## src/rtl/ad9945_spi_slave.sv

```systemverilog
// AD9945 AFE 3-wire serial port receiver: oversampled SL/SCK/SDATA, LSB-first addr+data frames.
// Optional frame-length checking is enabled with `define AD9945_SLV_LEN_CHK_EN.
module ad9945_spi_slave #(
    parameter int unsigned SYNC_STAGES = 2,
    parameter logic [6:0]  DEF_OPER    = 7'h00,
    parameter logic [6:0]  DEF_CTRL    = 7'h00,
    parameter logic [7:0]  DEF_CLAMP   = 8'h80,
    parameter logic [9:0]  DEF_VGA     = 10'h000
) (
    input  logic       sys_clk,
    input  logic       sys_rst_n,
    input  logic       SL,
    input  logic       SCK,
    input  logic       SDATA,
    output logic [6:0] Oper,
    output logic [6:0] Ctrl,
    output logic [7:0] Clamp,
    output logic [9:0] VGA_Gain,
    output logic       wr_pulse,
    output logic [2:0] wr_addr,
    output logic       addr_err,
    output logic       len_err,
    output logic       busy
);

    localparam int unsigned CNT_W = 5;
    localparam int unsigned SR_W  = 16;
    localparam logic [CNT_W-1:0] CNT_MAX = CNT_W'(16);
    localparam logic [CNT_W-1:0] CNT_HDR = CNT_W'(3);

    localparam logic [1:0] ST_IDLE   = 2'd0;
    localparam logic [1:0] ST_SHIFT  = 2'd1;
    localparam logic [1:0] ST_COMMIT = 2'd2;

    logic [SYNC_STAGES-1:0] sl_sync_q, sck_sync_q, sda_sync_q;
    logic                   sl_dly_q, sck_dly_q;
    logic [SYNC_STAGES:0]   vld_q;
    logic                   armed_q;

    logic [1:0]       state_q, state_d;
    logic [CNT_W-1:0] bit_cnt_q, bit_cnt_d;
    logic [SR_W-1:0]  shift_q, shift_d;
    logic [6:0]       oper_q, oper_d;
    logic [6:0]       ctrl_q, ctrl_d;
    logic [7:0]       clamp_q, clamp_d;
    logic [9:0]       vga_q, vga_d;
    logic [2:0]       wr_addr_q, wr_addr_d;
    logic             wr_pulse_q, wr_pulse_d;
    logic             addr_err_q, addr_err_d;
    logic             len_err_q, len_err_d;
    logic             busy_q, busy_d;

    logic       sl_s, sck_s, sda_s;
    logic       sl_fall, sl_rise, sck_rise;
    logic [2:0] addr_c;
    logic [9:0] data_c;
    logic       len_ok_c;
    logic       unused_shift_c;

    // Input synchronizers plus edge-detect delay flops
    always_ff @(posedge sys_clk or negedge sys_rst_n) begin
        if (!sys_rst_n) begin
            sl_sync_q  <= '1;
            sck_sync_q <= '0;
            sda_sync_q <= '0;
            sl_dly_q   <= 1'b1;
            sck_dly_q  <= 1'b0;
            vld_q      <= '0;
            armed_q    <= 1'b0;
        end else begin
            sl_sync_q  <= {sl_sync_q[SYNC_STAGES-2:0], SL};
            sck_sync_q <= {sck_sync_q[SYNC_STAGES-2:0], SCK};
            sda_sync_q <= {sda_sync_q[SYNC_STAGES-2:0], SDATA};
            sl_dly_q   <= sl_s;
            sck_dly_q  <= sck_s;
            vld_q      <= {vld_q[SYNC_STAGES-1:0], 1'b1};
            armed_q    <= armed_q | (vld_q[SYNC_STAGES] & sl_dly_q);
        end
    end

    assign sl_s  = sl_sync_q[SYNC_STAGES-1];
    assign sck_s = sck_sync_q[SYNC_STAGES-1];
    assign sda_s = sda_sync_q[SYNC_STAGES-1];

    // A frame may only start once a genuine high level on SL has been seen since reset,
    // so an SL held low across reset release does not look like a falling edge.
    assign sl_fall  = armed_q & sl_dly_q & ~sl_s;
    assign sl_rise  = ~sl_dly_q & sl_s;
    assign sck_rise = ~sck_dly_q & sck_s;

    assign addr_c         = shift_q[2:0];
    assign data_c         = shift_q[12:3];
    assign unused_shift_c = ^shift_q[15:13];

`ifdef AD9945_SLV_LEN_CHK_EN
    always_comb begin
        len_ok_c = 1'b0;
        case (addr_c[1:0])
            2'd0, 2'd1: len_ok_c = (bit_cnt_q == CNT_W'(10));
            2'd2:       len_ok_c = (bit_cnt_q == CNT_W'(11));
            default:    len_ok_c = (bit_cnt_q == CNT_W'(13));
        endcase
    end
`else
    assign len_ok_c = 1'b1;
`endif

    // State and output registers
    always_ff @(posedge sys_clk or negedge sys_rst_n) begin
        if (!sys_rst_n) begin
            state_q    <= ST_IDLE;
            bit_cnt_q  <= '0;
            shift_q    <= '0;
            oper_q     <= DEF_OPER;
            ctrl_q     <= DEF_CTRL;
            clamp_q    <= DEF_CLAMP;
            vga_q      <= DEF_VGA;
            wr_addr_q  <= '0;
            wr_pulse_q <= 1'b0;
            addr_err_q <= 1'b0;
            len_err_q  <= 1'b0;
            busy_q     <= 1'b0;
        end else begin
            state_q    <= state_d;
            bit_cnt_q  <= bit_cnt_d;
            shift_q    <= shift_d;
            oper_q     <= oper_d;
            ctrl_q     <= ctrl_d;
            clamp_q    <= clamp_d;
            vga_q      <= vga_d;
            wr_addr_q  <= wr_addr_d;
            wr_pulse_q <= wr_pulse_d;
            addr_err_q <= addr_err_d;
            len_err_q  <= len_err_d;
            busy_q     <= busy_d;
        end
    end

    // Next-state and register-update logic
    always_comb begin
        state_d    = state_q;
        bit_cnt_d  = bit_cnt_q;
        shift_d    = shift_q;
        oper_d     = oper_q;
        ctrl_d     = ctrl_q;
        clamp_d    = clamp_q;
        vga_d      = vga_q;
        wr_addr_d  = wr_addr_q;
        wr_pulse_d = 1'b0;
        addr_err_d = 1'b0;
        len_err_d  = 1'b0;

        case (state_q)
            ST_IDLE: begin
                if (sl_fall) begin
                    bit_cnt_d = '0;
                    shift_d   = '0;
                    state_d   = ST_SHIFT;
                end
            end
            ST_SHIFT: begin
                // A coincident SCK rise is captured before the frame closes
                if (sck_rise && (bit_cnt_q != CNT_MAX)) begin
                    shift_d[bit_cnt_q[3:0]] = sda_s;
                    bit_cnt_d               = bit_cnt_q + CNT_W'(1);
                end
                if (sl_rise) begin
                    state_d = ST_COMMIT;
                end
            end
            ST_COMMIT: begin
                state_d = ST_IDLE;
                if (bit_cnt_q >= CNT_HDR) begin
                    wr_addr_d = addr_c;
                    if (addr_c[2]) begin
                        addr_err_d = 1'b1;
                    end else if (!len_ok_c) begin
                        len_err_d = 1'b1;
                    end else begin
                        wr_pulse_d = 1'b1;
                        case (addr_c[1:0])
                            2'd0:    oper_d  = data_c[6:0];
                            2'd1:    ctrl_d  = data_c[6:0];
                            2'd2:    clamp_d = data_c[7:0];
                            default: vga_d   = data_c;
                        endcase
                    end
                end
            end
            default: state_d = ST_IDLE;
        endcase

        busy_d = (state_d != ST_IDLE);
    end

    assign Oper     = oper_q;
    assign Ctrl     = ctrl_q;
    assign Clamp    = clamp_q;
    assign VGA_Gain = vga_q;
    assign wr_pulse = wr_pulse_q;
    assign wr_addr  = wr_addr_q;
    assign addr_err = addr_err_q;
    assign len_err  = len_err_q;
    assign busy     = busy_q;

endmodule
```

## config.mk

```make
export PLATFORM = sky130hd
export DESIGN_NAME = ad9945_spi_slave
export DESIGN_NICKNAME = d
export VERILOG_FILES = /design/src/rtl/ad9945_spi_slave.sv
export SDC_FILE = /design/constraint.sdc
export NUM_CORES = 1
export LEC_CHECK = 0
export CAP_MARGIN = 30
export CORE_MARGIN = 10
export CORE_UTILIZATION = 40
export DETAILED_ROUTE_END_ITERATION = 8
export GPL_TIMING_DRIVEN = 0
export PLACE_DENSITY_LB_ADDON = 0.25
export SKIP_CTS_REPAIR_TIMING = 1
export SLEW_MARGIN = 20
export SYNTH_ARGS = -nofsm -noshare
export SYNTH_HDL_FRONTEND = slang
export SYNTH_SLANG_ARGS = --single-unit
```

## constraint.sdc

```tcl
create_clock -name sys_clk -period 2.82 [get_ports sys_clk]
set_clock_uncertainty 0.15 [all_clocks]
set_input_delay 0.564 -clock sys_clk [delete_from_list [all_inputs] [get_ports sys_clk]]
set_output_delay 0.564 -clock sys_clk [all_outputs]
set_load 0.005 [all_outputs]
```

==> results.cfg <==
[outcome]
status = finished with violations
violations = hold timing

[drt]
route.detailed.drc = 0
met3_length_um = 360
vias = 1933
final_antenna_net_count = 0
top_layer = met4
wl_met1_um = 2666
totalWireLength_um = 5935
drt-initial-drc-count = 135
drt_first_pass_iters = 4
wl_met2_um = 2786
via_per_inst = 5.114
wl_per_cell_um = 15.70

[logic_synthesis]
synthXorXnorAreaFrac_pct = 0
synthAdderAreaFrac_pct = 1.708
synth.distinct_cells = 40
synth_mux_area_share_pct = 16.40
syn_inst = 220
synth_edf_count = 0
syn_area_per_cell_sq_um = 13.32
synthesis.area_sq_um = 2930
synth_ff_type = dfrtp_1
synth_top_family_by_area = multiplexers
syn_nets = 229
synth-simple-area-share_pct = 10.50
synthArstFlopShare_pct = 100.0
ys_warn_count = 0
synth-seq-area-share_pct = 59.95
ys_ff_latch = 70
synth_compound_area_share_pct = 8.711

[power_and_ir_drop]
clkPwrFrac_pct = 35.5
intPower_uw = 1533
p_comb_share_pct = 12.1
vdd_ir_drop_max_v = 0.0002805
p_switching_uw = 567.8
powerDensity_nw_per_um2 = 570.9
pwr-share-seq_pct = 52.4
sw_frac_of_total_pct = 27.03
leakage_uw = 0.001642

[global_routing]
grt-ovfl-total = 0
grt_max_degree = 43
grt_antenna_before_repair = 0
grt_first_pass_wirelength_um = 9825
track_usage_pct = 10.88
first_global_vias = 1912

[timing]
max_freq_mhz = 382.7
whs_ps = -4.458
finalSetupViolations = 0
min_period_ps = 2613
final-hold-violation-count = 9
worst_slew_pin_slew_ps = 918.1
min_period_over_period_pct = 92.65
rsz0062_at_grt = false
finalMaxSlewViolations = 0
max_slew_margin_pct = 38.68
finalSetupTns_ps = 0
layout_setup_ws_ps = 207.2

[clocking]
cts_made_buffers = 9
clockBufferDepth = 2
clk_latency_ps = 340
path_clk_slew_ps = 70
numClockSinks = 70
cts_root_buf = clkbuf_8
cts_tree = yes
h-tree-depth = 3

[setup_path]
crit_path_end_kind = flip-flop
critical_path_peak_fanout = 8
worstPathRequired_ps = 2890
crit_path_max_incr_delay_ps = 820
cp_cell_sequence = ha_1, clkbuf_1, a211oi_2, a211oi_2, mux2_2
crit_arrival_ps = 2680
crit_path_top_delay_cell = a211oi_2
cp-start-kind = flip-flop
crit_path_frequent_cell = a211oi_2
criticalPathCategory = flip-flop to flip-flop
crit_buf_inv = 1
crit_family = compound AO/OA/AOI/OAI gates

[floorplanning]
fp-row-count = 31
dieArea_sq_um = 11150
dieWidth_um = 105.6
die_h_um = 105.6
start_util_pct = 40.84
io-pin-count = 44
core_sq_um = 7176

[final_layout]
layout_commonest_cell = dfrtp_1
antenna-diode-count = 0
nNetsFinal = 283
layout-drive-gt1-share_pct = 22.58
layout_common_cells = 66 x dfrtp_1, 41 x clkdlybuf4s50_1, 25 x mux2_2, 16 x o21ai_0
fillCellCount = 642
area_delta_synth_final_pct = 25.58
seq_area_sq_um = 1757
multi_input_area_sq_um = 1101

[min_path]
min_path_type = primary input to async pin

[flow_run]
max_cap_viol_count = 0

[placed_design]
io_buffer_count = 42
hpwl_um = 4147
gp_congestion = 0.8573
place_ws_ps = 246.1
==> state kept, by name (all words and copies together), names as in the netlist, 2 cells and up <==
register    cells
shift_q        13
VGA_Gain       10
Clamp           8
Ctrl            7
Oper            7
bit_cnt_q       5
vld_q           3
wr_addr         3
sck_sync_q      2
sda_sync_q      2
sl_sync_q       2
state_q         2
==> area by class of cell <==
class | instances | area share (%)
Sequential cell | 70 | 47.74
Multi-Input combinational cell | 134 | 29.92
Timing Repair Buffer | 43 | 11.90
Clock buffer | 13 | 4.590
Tap cell | 99 | 3.366
Buffer | 13 | 1.666
Clock inverter | 3 | 0.5100
Inverter | 3 | 0.3060
==> kinds of logic (layout without fill, tap and decap cells) <==
kind of cell             Yosys count  count (layout)
AO/OA/AOI/OAI                     40              40
adder cells (fa/ha/maj)            4               4
buffers and inverters             16              75
multiplexers                      41              41
other                              2               2
flip-flops                        70              70
AND/OR/NAND/NOR                   47              47
==> Yosys cell counts, drive strengths merged, types with 3 or more instances <==
| master | count | share of area [%] |
|---|---|---|
| inv | 3 | 0.38 |
| nand4 | 9 | 1.9 |
| clkbuf | 10 | 1.3 |
| nor2 | 4 | 0.51 |
| o21ai | 16 | 2.7 |
| buf | 3 | 0.81 |
| nor2b | 3 | 0.64 |
| or3 | 3 | 0.64 |
| a211oi | 4 | 1.8 |
| mux2 | 35 | 14 |
| nand2 | 4 | 0.51 |
| ha | 4 | 1.7 |
| mux2i | 6 | 2.0 |
| a21oi | 12 | 2.0 |
| dfrtp | 66 | 56 |
| nand3b | 7 | 1.8 |
| o31ai | 3 | 0.77 |
| nand3 | 6 | 1.0 |
| dfstp | 4 | 3.6 |
==> final timing paths <==
| check | start | end | slack, ps | depth (start not counted) |
|---|---|---|---|---|
| worst max-delay path | bit_cnt_q[0] | Clamp[3] | 210 | 5 |
| worst min-delay path | sys_rst_n | sda_sync_q[0] | -4 | 1 |
| worst max register to register | bit_cnt_q[0] | Clamp[3] | 210 | 5 |
| worst min register to register | sda_sync_q[0] | sda_sync_q[1] | 200 | 0 |
| max in group asynchronous | sys_rst_n | Clamp[7] | 1940 | 2 |
| min in group sys_clk | sda_sync_q[0] | sda_sync_q[1] | 200 | 0 |
==> power by group through the flow <==
| stage | clock [uW] | sequential [uW] | combinational, uW |
|---|---|---|---|
| final | 745 | 1100 | 255 |
| after global routing | 816 | 1110 | 284 |
| after CTS | 773 | 1100 | 257 |
| after detailed placement | 0 | 1120 | 255 |
| after global placement | 0 | 1120 | 247 |
| after floorplan | 0 | 1110 | 159 |
==> metrics by stage <==
step	instances	instance area, sq um	total power [uW]	hold slack, ps	util, %
2_1_floorplan	220	2930	1265	118.4	-
3_3_place_gp	361	3475	1363	182.7	48.42
3_5_place_dp	362	3492	1374	185.5	48.67
4_1_cts	378	3680	2130	-5.766	51.28
5_1_grt	378	3680	2211	7.742	51.28
6_report	378	3680	2101	-4.458	51.28
==> per-layer routing <==
metal / GRT usage [%] / up-vias
li1: - / 898
met1: 13.71 / 963
met2: 16.67 / 60
met3: 3.167 / 12
met4: 5.513 / 0
met5: 0 / -
No activity file was read; power rests on OpenSTA's default activity.
